--- config.mk ---
export PLATFORM = sky130hd
export DESIGN_NAME = axil_xbar
export DESIGN_NICKNAME = d
export VERILOG_FILES = /design/src/rtl/axil_xbar_pkg.sv /design/src/rtl/axil_addr_decode.sv /design/src/rtl/axil_xbar.sv
export SDC_FILE = /design/constraint.sdc
export NUM_CORES = 1
export LEC_CHECK = 0
export BUFFER_PORTS_ARGS = -buffer_cell sky130_fd_sc_hd__buf_2
export CELL_PAD_IN_SITES_DETAIL_PLACEMENT = 0
export CELL_PAD_IN_SITES_GLOBAL_PLACEMENT = 1
export CORE_AREA = 2 2 255 257
export DETAILED_ROUTE_END_ITERATION = 10
export DIE_AREA = 0 0 257 259
export GPL_ROUTABILITY_DRIVEN = 0
export PLACE_DENSITY = 0.43
export SYNTH_ARGS = -nofsm -noshare
export SYNTH_HDL_FRONTEND = slang
export SYNTH_SLANG_ARGS = --single-unit
--- constraint.sdc ---
create_clock -name ACLK -period 1.4 [get_ports ACLK]
set_input_delay 0 -clock ACLK [delete_from_list [all_inputs] [get_ports ACLK]]
set_output_delay 0 -clock ACLK [all_outputs]
set_load 0.01 [all_outputs]
--- src/rtl/axil_xbar_pkg.sv ---
// Shared types and constants for the AXI4-lite crossbar: response codes,
// read/write FSM state encodings and the master identifier.
package axil_xbar_pkg;

    localparam logic [1:0] RESP_OKAY   = 2'b00;
    localparam logic [1:0] RESP_DECERR = 2'b11;

    typedef enum logic [1:0] {R_IDLE, R_ADDR, R_DATA, R_ERR} rd_state_e;
    typedef enum logic [1:0] {W_IDLE, W_FWD, W_RESP, W_ERR} wr_state_e;
    typedef enum logic {MID_M0 = 1'b0, MID_M1 = 1'b1} mid_e;

    // Round-robin pick between the two read masters; on a collision the
    // master that was not granted last wins.
    function automatic mid_e rr_pick(input logic v0, input logic v1, input mid_e last);
        if (v0 && v1) begin
            return (last == MID_M0) ? MID_M1 : MID_M0;
        end
        return (v1 && !v0) ? MID_M1 : MID_M0;
    endfunction

endpackage

--- src/rtl/axil_addr_decode.sv ---
// Combinational address decoder: one-hot slave select plus a miss flag.
// Disabled slaves never match; on overlapping windows the lowest index wins.
module axil_addr_decode
    import axil_xbar_pkg::*;
#(
    parameter int                          AXI_AWIDTH = 32,
    parameter int                          NUM_S      = 3,
    parameter logic [NUM_S-1:0]            S_EN       = '1,
    parameter logic [NUM_S*AXI_AWIDTH-1:0] S_START    = {32'hF0000000, 32'h40000000, 32'h00000000},
    parameter logic [NUM_S*AXI_AWIDTH-1:0] S_END      = {32'hF0000007, 32'h4000000F, 32'h3FFFFFF0}
) (
    input  logic [AXI_AWIDTH-1:0] addr_i,
    output logic [NUM_S-1:0]      sel_o,
    output logic                  miss_o
);

    logic                  found;
    logic [AXI_AWIDTH-1:0] lo;
    logic [AXI_AWIDTH-1:0] hi;

    always_comb begin
        sel_o = '0;
        found = 1'b0;
        lo    = '0;
        hi    = '0;
        for (int i = 0; i < NUM_S; i++) begin
            lo = S_START[i*AXI_AWIDTH +: AXI_AWIDTH];
            hi = S_END[i*AXI_AWIDTH +: AXI_AWIDTH];
            if (!found && S_EN[i] && (addr_i >= lo) && (addr_i <= hi)) begin
                sel_o[i] = 1'b1;
                found    = 1'b1;
            end
        end
        miss_o = !found;
    end

endmodule

--- src/rtl/axil_xbar.sv ---
// AXI4-lite crossbar: host master M0 (read/write) and fetch master M1 (read)
// onto NUM_S slaves, with independent single-outstanding read and write paths.
module axil_xbar
    import axil_xbar_pkg::*;
#(
    parameter int                          AXI_AWIDTH = 32,
    parameter int                          AXI_DWIDTH = 32,
    parameter int                          NUM_S      = 3,
    parameter logic [NUM_S-1:0]            S_EN       = '1,
    parameter logic [NUM_S*AXI_AWIDTH-1:0] S_START    = {32'hF0000000, 32'h40000000, 32'h00000000},
    parameter logic [NUM_S*AXI_AWIDTH-1:0] S_END      = {32'hF0000007, 32'h4000000F, 32'h3FFFFFF0}
) (
    input  logic                            ACLK,
    input  logic                            ARESET,
    input  logic [AXI_AWIDTH-1:0]           M0_AWADDR,
    input  logic                            M0_AWVALID,
    output logic                            M0_AWREADY,
    input  logic [AXI_DWIDTH-1:0]           M0_WDATA,
    input  logic [AXI_DWIDTH/8-1:0]         M0_WSTRB,
    input  logic                            M0_WVALID,
    output logic                            M0_WREADY,
    output logic [1:0]                      M0_BRESP,
    output logic                            M0_BVALID,
    input  logic                            M0_BREADY,
    input  logic [AXI_AWIDTH-1:0]           M0_ARADDR,
    input  logic                            M0_ARVALID,
    output logic                            M0_ARREADY,
    output logic [AXI_DWIDTH-1:0]           M0_RDATA,
    output logic [1:0]                      M0_RRESP,
    output logic                            M0_RVALID,
    input  logic                            M0_RREADY,
    input  logic [AXI_AWIDTH-1:0]           M1_ARADDR,
    input  logic                            M1_ARVALID,
    output logic                            M1_ARREADY,
    output logic [AXI_DWIDTH-1:0]           M1_RDATA,
    output logic [1:0]                      M1_RRESP,
    output logic                            M1_RVALID,
    input  logic                            M1_RREADY,
    output logic [NUM_S*AXI_AWIDTH-1:0]     S_AWADDR,
    output logic [NUM_S-1:0]                S_AWVALID,
    input  logic [NUM_S-1:0]                S_AWREADY,
    output logic [NUM_S*AXI_DWIDTH-1:0]     S_WDATA,
    output logic [NUM_S*AXI_DWIDTH/8-1:0]   S_WSTRB,
    output logic [NUM_S-1:0]                S_WVALID,
    input  logic [NUM_S-1:0]                S_WREADY,
    input  logic [NUM_S*2-1:0]              S_BRESP,
    input  logic [NUM_S-1:0]                S_BVALID,
    output logic [NUM_S-1:0]                S_BREADY,
    output logic [NUM_S*AXI_AWIDTH-1:0]     S_ARADDR,
    output logic [NUM_S-1:0]                S_ARVALID,
    input  logic [NUM_S-1:0]                S_ARREADY,
    input  logic [NUM_S*AXI_DWIDTH-1:0]     S_RDATA,
    input  logic [NUM_S*2-1:0]              S_RRESP,
    input  logic [NUM_S-1:0]                S_RVALID,
    output logic [NUM_S-1:0]                S_RREADY
);

    rd_state_e               rd_state_q, rd_state_d;
    mid_e                    rd_mid_q, rd_mid_d;
    mid_e                    rr_last_q, rr_last_d;
    logic [AXI_AWIDTH-1:0]   rd_addr_q, rd_addr_d;
    logic [NUM_S-1:0]        rd_sel_q, rd_sel_d;

    wr_state_e               wr_state_q, wr_state_d;
    logic                    aw_held_q, aw_held_d;
    logic                    w_held_q, w_held_d;
    logic                    aw_done_q, aw_done_d;
    logic                    w_done_q, w_done_d;
    logic [AXI_AWIDTH-1:0]   wr_addr_q, wr_addr_d;
    logic [AXI_DWIDTH-1:0]   wr_data_q, wr_data_d;
    logic [AXI_DWIDTH/8-1:0] wr_strb_q, wr_strb_d;
    logic [NUM_S-1:0]        wr_sel_q, wr_sel_d;

    mid_e                    rd_win;
    logic [AXI_AWIDTH-1:0]   rd_win_addr;
    logic [NUM_S-1:0]        rd_dec_sel, wr_dec_sel;
    logic                    rd_dec_miss, wr_dec_miss;
    logic                    rd_mready, rd_vld;
    logic [AXI_DWIDTH-1:0]   rd_data;
    logic [1:0]              rd_resp;
    logic                    rs_valid, bs_valid;
    logic [AXI_DWIDTH-1:0]   rs_data;
    logic [1:0]              rs_resp, bs_resp;

    assign rd_win      = rr_pick(M0_ARVALID, M1_ARVALID, rr_last_q);
    assign rd_win_addr = (rd_win == MID_M1) ? M1_ARADDR : M0_ARADDR;

    // Read path decodes the arbitration winner; write path decodes the held AW.
    axil_addr_decode #(
        .AXI_AWIDTH (AXI_AWIDTH),
        .NUM_S      (NUM_S),
        .S_EN       (S_EN),
        .S_START    (S_START),
        .S_END      (S_END)
    ) u_rd_dec (
        .addr_i (rd_win_addr),
        .sel_o  (rd_dec_sel),
        .miss_o (rd_dec_miss)
    );

    axil_addr_decode #(
        .AXI_AWIDTH (AXI_AWIDTH),
        .NUM_S      (NUM_S),
        .S_EN       (S_EN),
        .S_START    (S_START),
        .S_END      (S_END)
    ) u_wr_dec (
        .addr_i (wr_addr_q),
        .sel_o  (wr_dec_sel),
        .miss_o (wr_dec_miss)
    );

    assign S_ARADDR = {NUM_S{rd_addr_q}};
    assign S_AWADDR = {NUM_S{wr_addr_q}};
    assign S_WDATA  = {NUM_S{wr_data_q}};
    assign S_WSTRB  = {NUM_S{wr_strb_q}};

    always_comb begin
        rs_valid = 1'b0;
        rs_data  = '0;
        rs_resp  = '0;
        bs_valid = 1'b0;
        bs_resp  = '0;
        for (int i = 0; i < NUM_S; i++) begin
            if (rd_sel_q[i]) begin
                rs_valid = rs_valid | S_RVALID[i];
                rs_data  = rs_data | S_RDATA[i*AXI_DWIDTH +: AXI_DWIDTH];
                rs_resp  = rs_resp | S_RRESP[2*i +: 2];
            end
            if (wr_sel_q[i]) begin
                bs_valid = bs_valid | S_BVALID[i];
                bs_resp  = bs_resp | S_BRESP[2*i +: 2];
            end
        end
    end

    always_comb begin
        rd_state_d = rd_state_q;
        rd_mid_d   = rd_mid_q;
        rr_last_d  = rr_last_q;
        rd_addr_d  = rd_addr_q;
        rd_sel_d   = rd_sel_q;
        M0_ARREADY = 1'b0;
        M1_ARREADY = 1'b0;
        S_ARVALID  = '0;
        S_RREADY   = '0;
        rd_vld     = 1'b0;
        rd_data    = '0;
        rd_resp    = RESP_OKAY;
        rd_mready  = (rd_mid_q == MID_M1) ? M1_RREADY : M0_RREADY;
        case (rd_state_q)
            R_IDLE: begin
                if (!ARESET && (M0_ARVALID || M1_ARVALID)) begin
                    M0_ARREADY = (rd_win == MID_M0);
                    M1_ARREADY = (rd_win == MID_M1);
                    rd_mid_d   = rd_win;
                    rr_last_d  = rd_win;
                    rd_addr_d  = rd_win_addr;
                    rd_sel_d   = rd_dec_sel;
                    rd_state_d = rd_dec_miss ? R_ERR : R_ADDR;
                end
            end
            R_ADDR: begin
                S_ARVALID = rd_sel_q;
                if (|(S_ARREADY & rd_sel_q)) begin
                    rd_state_d = R_DATA;
                end
            end
            R_DATA: begin
                rd_vld   = rs_valid;
                rd_data  = rs_data;
                rd_resp  = rs_resp;
                S_RREADY = rd_sel_q & {NUM_S{rd_mready}};
                if (rs_valid && rd_mready) begin
                    rd_state_d = R_IDLE;
                end
            end
            R_ERR: begin
                rd_vld  = 1'b1;
                rd_resp = RESP_DECERR;
                if (rd_mready) begin
                    rd_state_d = R_IDLE;
                end
            end
            default: rd_state_d = R_IDLE;
        endcase
        M0_RVALID = rd_vld && (rd_mid_q == MID_M0);
        M1_RVALID = rd_vld && (rd_mid_q == MID_M1);
        M0_RDATA  = (rd_mid_q == MID_M0) ? rd_data : '0;
        M1_RDATA  = (rd_mid_q == MID_M1) ? rd_data : '0;
        M0_RRESP  = (rd_mid_q == MID_M0) ? rd_resp : RESP_OKAY;
        M1_RRESP  = (rd_mid_q == MID_M1) ? rd_resp : RESP_OKAY;
    end

    always_comb begin
        wr_state_d = wr_state_q;
        aw_held_d  = aw_held_q;
        w_held_d   = w_held_q;
        aw_done_d  = aw_done_q;
        w_done_d   = w_done_q;
        wr_addr_d  = wr_addr_q;
        wr_data_d  = wr_data_q;
        wr_strb_d  = wr_strb_q;
        wr_sel_d   = wr_sel_q;
        M0_AWREADY = 1'b0;
        M0_WREADY  = 1'b0;
        M0_BVALID  = 1'b0;
        M0_BRESP   = RESP_OKAY;
        S_AWVALID  = '0;
        S_WVALID   = '0;
        S_BREADY   = '0;
        case (wr_state_q)
            W_IDLE: begin
                M0_AWREADY = !aw_held_q && !ARESET;
                M0_WREADY  = !w_held_q && !ARESET;
                if (M0_AWVALID && M0_AWREADY) begin
                    aw_held_d = 1'b1;
                    wr_addr_d = M0_AWADDR;
                end
                if (M0_WVALID && M0_WREADY) begin
                    w_held_d  = 1'b1;
                    wr_data_d = M0_WDATA;
                    wr_strb_d = M0_WSTRB;
                end
                // Decode only once both halves are held, one cycle after the later one.
                if (aw_held_q && w_held_q) begin
                    wr_sel_d   = wr_dec_sel;
                    aw_done_d  = 1'b0;
                    w_done_d   = 1'b0;
                    wr_state_d = wr_dec_miss ? W_ERR : W_FWD;
                end
            end
            W_FWD: begin
                S_AWVALID = wr_sel_q & {NUM_S{!aw_done_q}};
                S_WVALID  = wr_sel_q & {NUM_S{!w_done_q}};
                aw_done_d = aw_done_q || (|(S_AWVALID & S_AWREADY));
                w_done_d  = w_done_q || (|(S_WVALID & S_WREADY));
                if (aw_done_d && w_done_d) begin
                    wr_state_d = W_RESP;
                end
            end
            W_RESP: begin
                M0_BVALID = bs_valid;
                M0_BRESP  = bs_resp;
                S_BREADY  = wr_sel_q & {NUM_S{M0_BREADY}};
                if (bs_valid && M0_BREADY) begin
                    aw_held_d  = 1'b0;
                    w_held_d   = 1'b0;
                    wr_state_d = W_IDLE;
                end
            end
            W_ERR: begin
                M0_BVALID = 1'b1;
                M0_BRESP  = RESP_DECERR;
                if (M0_BREADY) begin
                    aw_held_d  = 1'b0;
                    w_held_d   = 1'b0;
                    wr_state_d = W_IDLE;
                end
            end
            default: wr_state_d = W_IDLE;
        endcase
    end

    always_ff @(posedge ACLK) begin
        if (ARESET) begin
            rd_state_q <= R_IDLE;
            rd_mid_q   <= MID_M0;
            rr_last_q  <= MID_M1;
            rd_addr_q  <= '0;
            rd_sel_q   <= '0;
        end else begin
            rd_state_q <= rd_state_d;
            rd_mid_q   <= rd_mid_d;
            rr_last_q  <= rr_last_d;
            rd_addr_q  <= rd_addr_d;
            rd_sel_q   <= rd_sel_d;
        end
    end

    always_ff @(posedge ACLK) begin
        if (ARESET) begin
            wr_state_q <= W_IDLE;
            aw_held_q  <= 1'b0;
            w_held_q   <= 1'b0;
            aw_done_q  <= 1'b0;
            w_done_q   <= 1'b0;
            wr_addr_q  <= '0;
            wr_data_q  <= '0;
            wr_strb_q  <= '0;
            wr_sel_q   <= '0;
        end else begin
            wr_state_q <= wr_state_d;
            aw_held_q  <= aw_held_d;
            w_held_q   <= w_held_d;
            aw_done_q  <= aw_done_d;
            w_done_q   <= w_done_d;
            wr_addr_q  <= wr_addr_d;
            wr_data_q  <= wr_data_d;
            wr_strb_q  <= wr_strb_d;
            wr_sel_q   <= wr_sel_d;
        end
    end

endmodule

==> metrics.yaml <==
routing:
  dr.pass1.iters: 6
  vias_per_cell: 3.93
  ant_nets: 0
  wirelength_mm: 47.8
  drcViolationCount: 0
  wl_per_cell_um: 18.1
  drt-initial-drc-count: 588
  via_count: 10400
sta:
  setup_ws_ns: -0.467
  timing.final.crit_share_pct: 133
  finalCriticalPeriod_ns: 1.87
  hold_viol_final: 0
  setup_tns_ns: -47.55
  skew_ns: 0.0151
  hold_ws_ns: 0.0534
  worst_slew_pin_slew_ns: 0.572
  maxSlewViolCount: 0
  setup_viol: 202
  grt_setup_unrepaired: "true"
  max_slew_margin_pct: 61.8
  max_freq_mhz: 536
power:
  power_frac_seq_pct: 28.7
  p_switching_w: 0.00475
  swShare_pct: 35.1
  powerDensity_mw_per_mm2: 824
  clkPwrFrac_pct: 34.3
  p_leak_nw: 8.08
  ir_worst_vdd_mv: 0.805
  internal_power_w: 0.00878
  p_total_w: 0.0135
  combPwrFrac_pct: 36.9
finish:
  fin_util_pct: 25.7
  final_common_cell: "buf_2"
  nNetsFinal: 2038
  area_growth_pct: 116
  antenna_cells: 0
  mostFrequentLayoutCells: "buf_2 (643), buf_4 (139), dlygate4sd3_1 (137), dfxtp_1 (84), nand2_1 (79)"
  drive_above_1_share_pct: 67.7
  final_cells: 2642
synth:
  ys_seq_area_share_pct: 30.6
  synth_cell_types: 49
  yosysTopAreaCellShare_pct: 30.6
  yosys_register_bits: 116
  synthTopCellsByArea: "dfxtp_1 (31%), buf_4 (20%), nand2_1 (7.9%)"
  avgSynthCellArea_um2: 7.67
  netlist_instances: 989
  ys_warn_count: 0
  syn_nets: 1253
  yosysTopAreaCell: "dfxtp_1"
  synth.cell_area_mm2: 0.00758
global_routing:
  antenna_found_initial: 2
  track_usage_pct: 13.2
  grt_pass1_vias: 10100
  grt_pass1_wl_mm: 65.2
  grt-ovfl-total: 0
  grt_start_max_net_pins: 71
critical_path:
  path_class: "register to primary output"
  cp.arrival_ns: 1.87
  cp-startpoint: "rd_sel_q[0]"
  critPathRequiredTime_ns: 1.40
  crit_fanout: 6
  timing.rr.start: "rd_state_q[1]"
  cp-start-kind: "register"
  end_kind: "primary output"
clock_network:
  cts_inserted_buffers: 17
  cts_htree_levels: 4
  clk_latency_ns: 0.47
  clock_path_buffers: 2
  cts_num_sinks: 116
  path_clk_slew_ns: 0.07
  ctsRootBufferMaster: "clkbuf_16"
  cts_tree: "built"
die:
  rows: 93
  die_w_um: 257
  die_h_um: 259
  core_area_mm2: 0.0639
  initial_core_util_pct: 11.9
  pin_count: 656
  dieArea_mm2: 0.0666
placed_design:
  hpwl_mm: 33.7
  place_inst: 2381
  portBuffers: 655
min_path:
  min_path_type: "input port to register"
  min_from: "ARESET"
status:
  outcome: "finished with violations"
  failed_checks: "setup timing"
flow_run:
  cap_violations: 0
==> synth_stat cells (all sizes together) <==
| cell type | count |
|---|---|
| a21oi | 89 |
| o221a | 1 |
| a211oi | 2 |
| a22o | 1 |
| nand3b | 34 |
| a222oi | 34 |
| nor4b | 1 |
| o22ai | 2 |
| a21boi | 3 |
| or2 | 1 |
| or4 | 2 |
| nand4 | 21 |
| a21bo | 1 |
| nor2 | 26 |
| clkinv | 1 |
| nand4b | 4 |
| dfxtp | 116 |
| or3 | 1 |
| buf | 230 |
| o21ai | 33 |
| a22oi | 8 |
| nand3 | 5 |
| inv | 2 |
| nor3b | 6 |
| nor2b | 2 |
| nand2 | 160 |
| and2 | 12 |
| o31ai | 3 |
| mux2 | 1 |
| a21o | 1 |
| a311oi | 2 |
| o211ai | 1 |
| nor3 | 69 |
| a211o | 2 |
| and3 | 2 |
| nand2b | 3 |
| a41o | 1 |
| clkbuf | 45 |
| nor4 | 26 |
| mux2i | 35 |
==> power by group through the flow <==
| stage | Clock [W] | Sequential (W) | Combinational (W) |
|---|---|---|---|
| finish | 0.00464 | 0.00389 | 0.00500 |
| CTS | 0.00491 | 0.00390 | 0.00453 |
| global route | 0.00497 | 0.00393 | 0.00530 |
| detailed placement | 0 | 0.00397 | 0.00325 |
| floorplan | 0 | 0.00400 | 0.00186 |
| global placement | 0 | 0.00396 | 0.00328 |
==> state kept, by name, summed over array words and instances (netlist names) <==
signal / count
wr_state_q: 2
rd_sel_q: 3
wr_sel_q: 3
wr_data_q: 32
wr_strb_q: 4
aw_done_q: 1
wr_addr_q: 32
rd_addr_q: 32
rd_mid_q: 1
aw_held_q: 1
w_done_q: 1
rr_last_q: 1
rd_state_q: 2
w_held_q: 1
==> final timing paths <==
check,slack (ns),to,cells past startpoint
worst max-delay path,-0.47,M1_RDATA[30],6
worst max register to register,-0.35,rd_state_q[1],6
worst min register to register,0.48,wr_addr_q[12],2
worst min-delay path,0.05,rd_sel_q[2],3
==> metrics by stage <==
| stage | worst slack [ns] | cell area, um2 |
|---|---|---|
| finish | -0.467 | 16400 |
| global route | -0.568 | 16400 |
| CTS | -0.536 | 15200 |
| detailed placement | -0.353 | 11500 |
| global placement | -0.362 | 11500 |
| floorplan | -0.104 | 7630 |
==> worst max-delay path, cell delays in order, from the launching register on <==
cell and delay [ns]:
dfxtp_4 0.38, buf_6 0.14, buf_4 0.15, a222oi_1 0.34
buf_4 0.18, nor3_1 0.05, buf_2 0.16
==> cell families (layout without fill, tap and decap cells) <==
kind of cell	after synthesis	in the layout	share of synthesized area, %
AND/OR/NAND/NOR	375	375	24.9
buffers and inverters	278	1076	24.2
AO/OA/AOI/OAI	184	184	15.5
flip-flops	116	116	30.6
multiplexers	36	36	4.82
==> per-layer routing <==
metal	GRT usage (%)	vias to the layer above	wire, um
met4	4.72	4	979
met3	2.89	49	2770
met5	0	-	30
met2	23.8	451	24700
li1	-	4906	-
met1	15.2	4981	19400
==> layout make-up <==
type	instances	area, um2
fillers	7002	47500
repair buffers	1041	7650
multi-input cells	595	4710
clock buffers	17	425
flip-flops and latches	116	2380
well taps	855	1070
clock inverters	15	171
inverters	3	11.3
==> what timing repair did <==
item / CTS / global route
endpoints found under the hold margin: 104 / 0
endpoints found under the setup margin: 179 / 207
pin swaps: 89 / 152
gates resized for setup: 219 / 262
cloned: 22 / 9
hold buffers: 137 / 0
buffers inserted: 50 / 23
No activity file was read; power rests on OpenSTA's default activity.
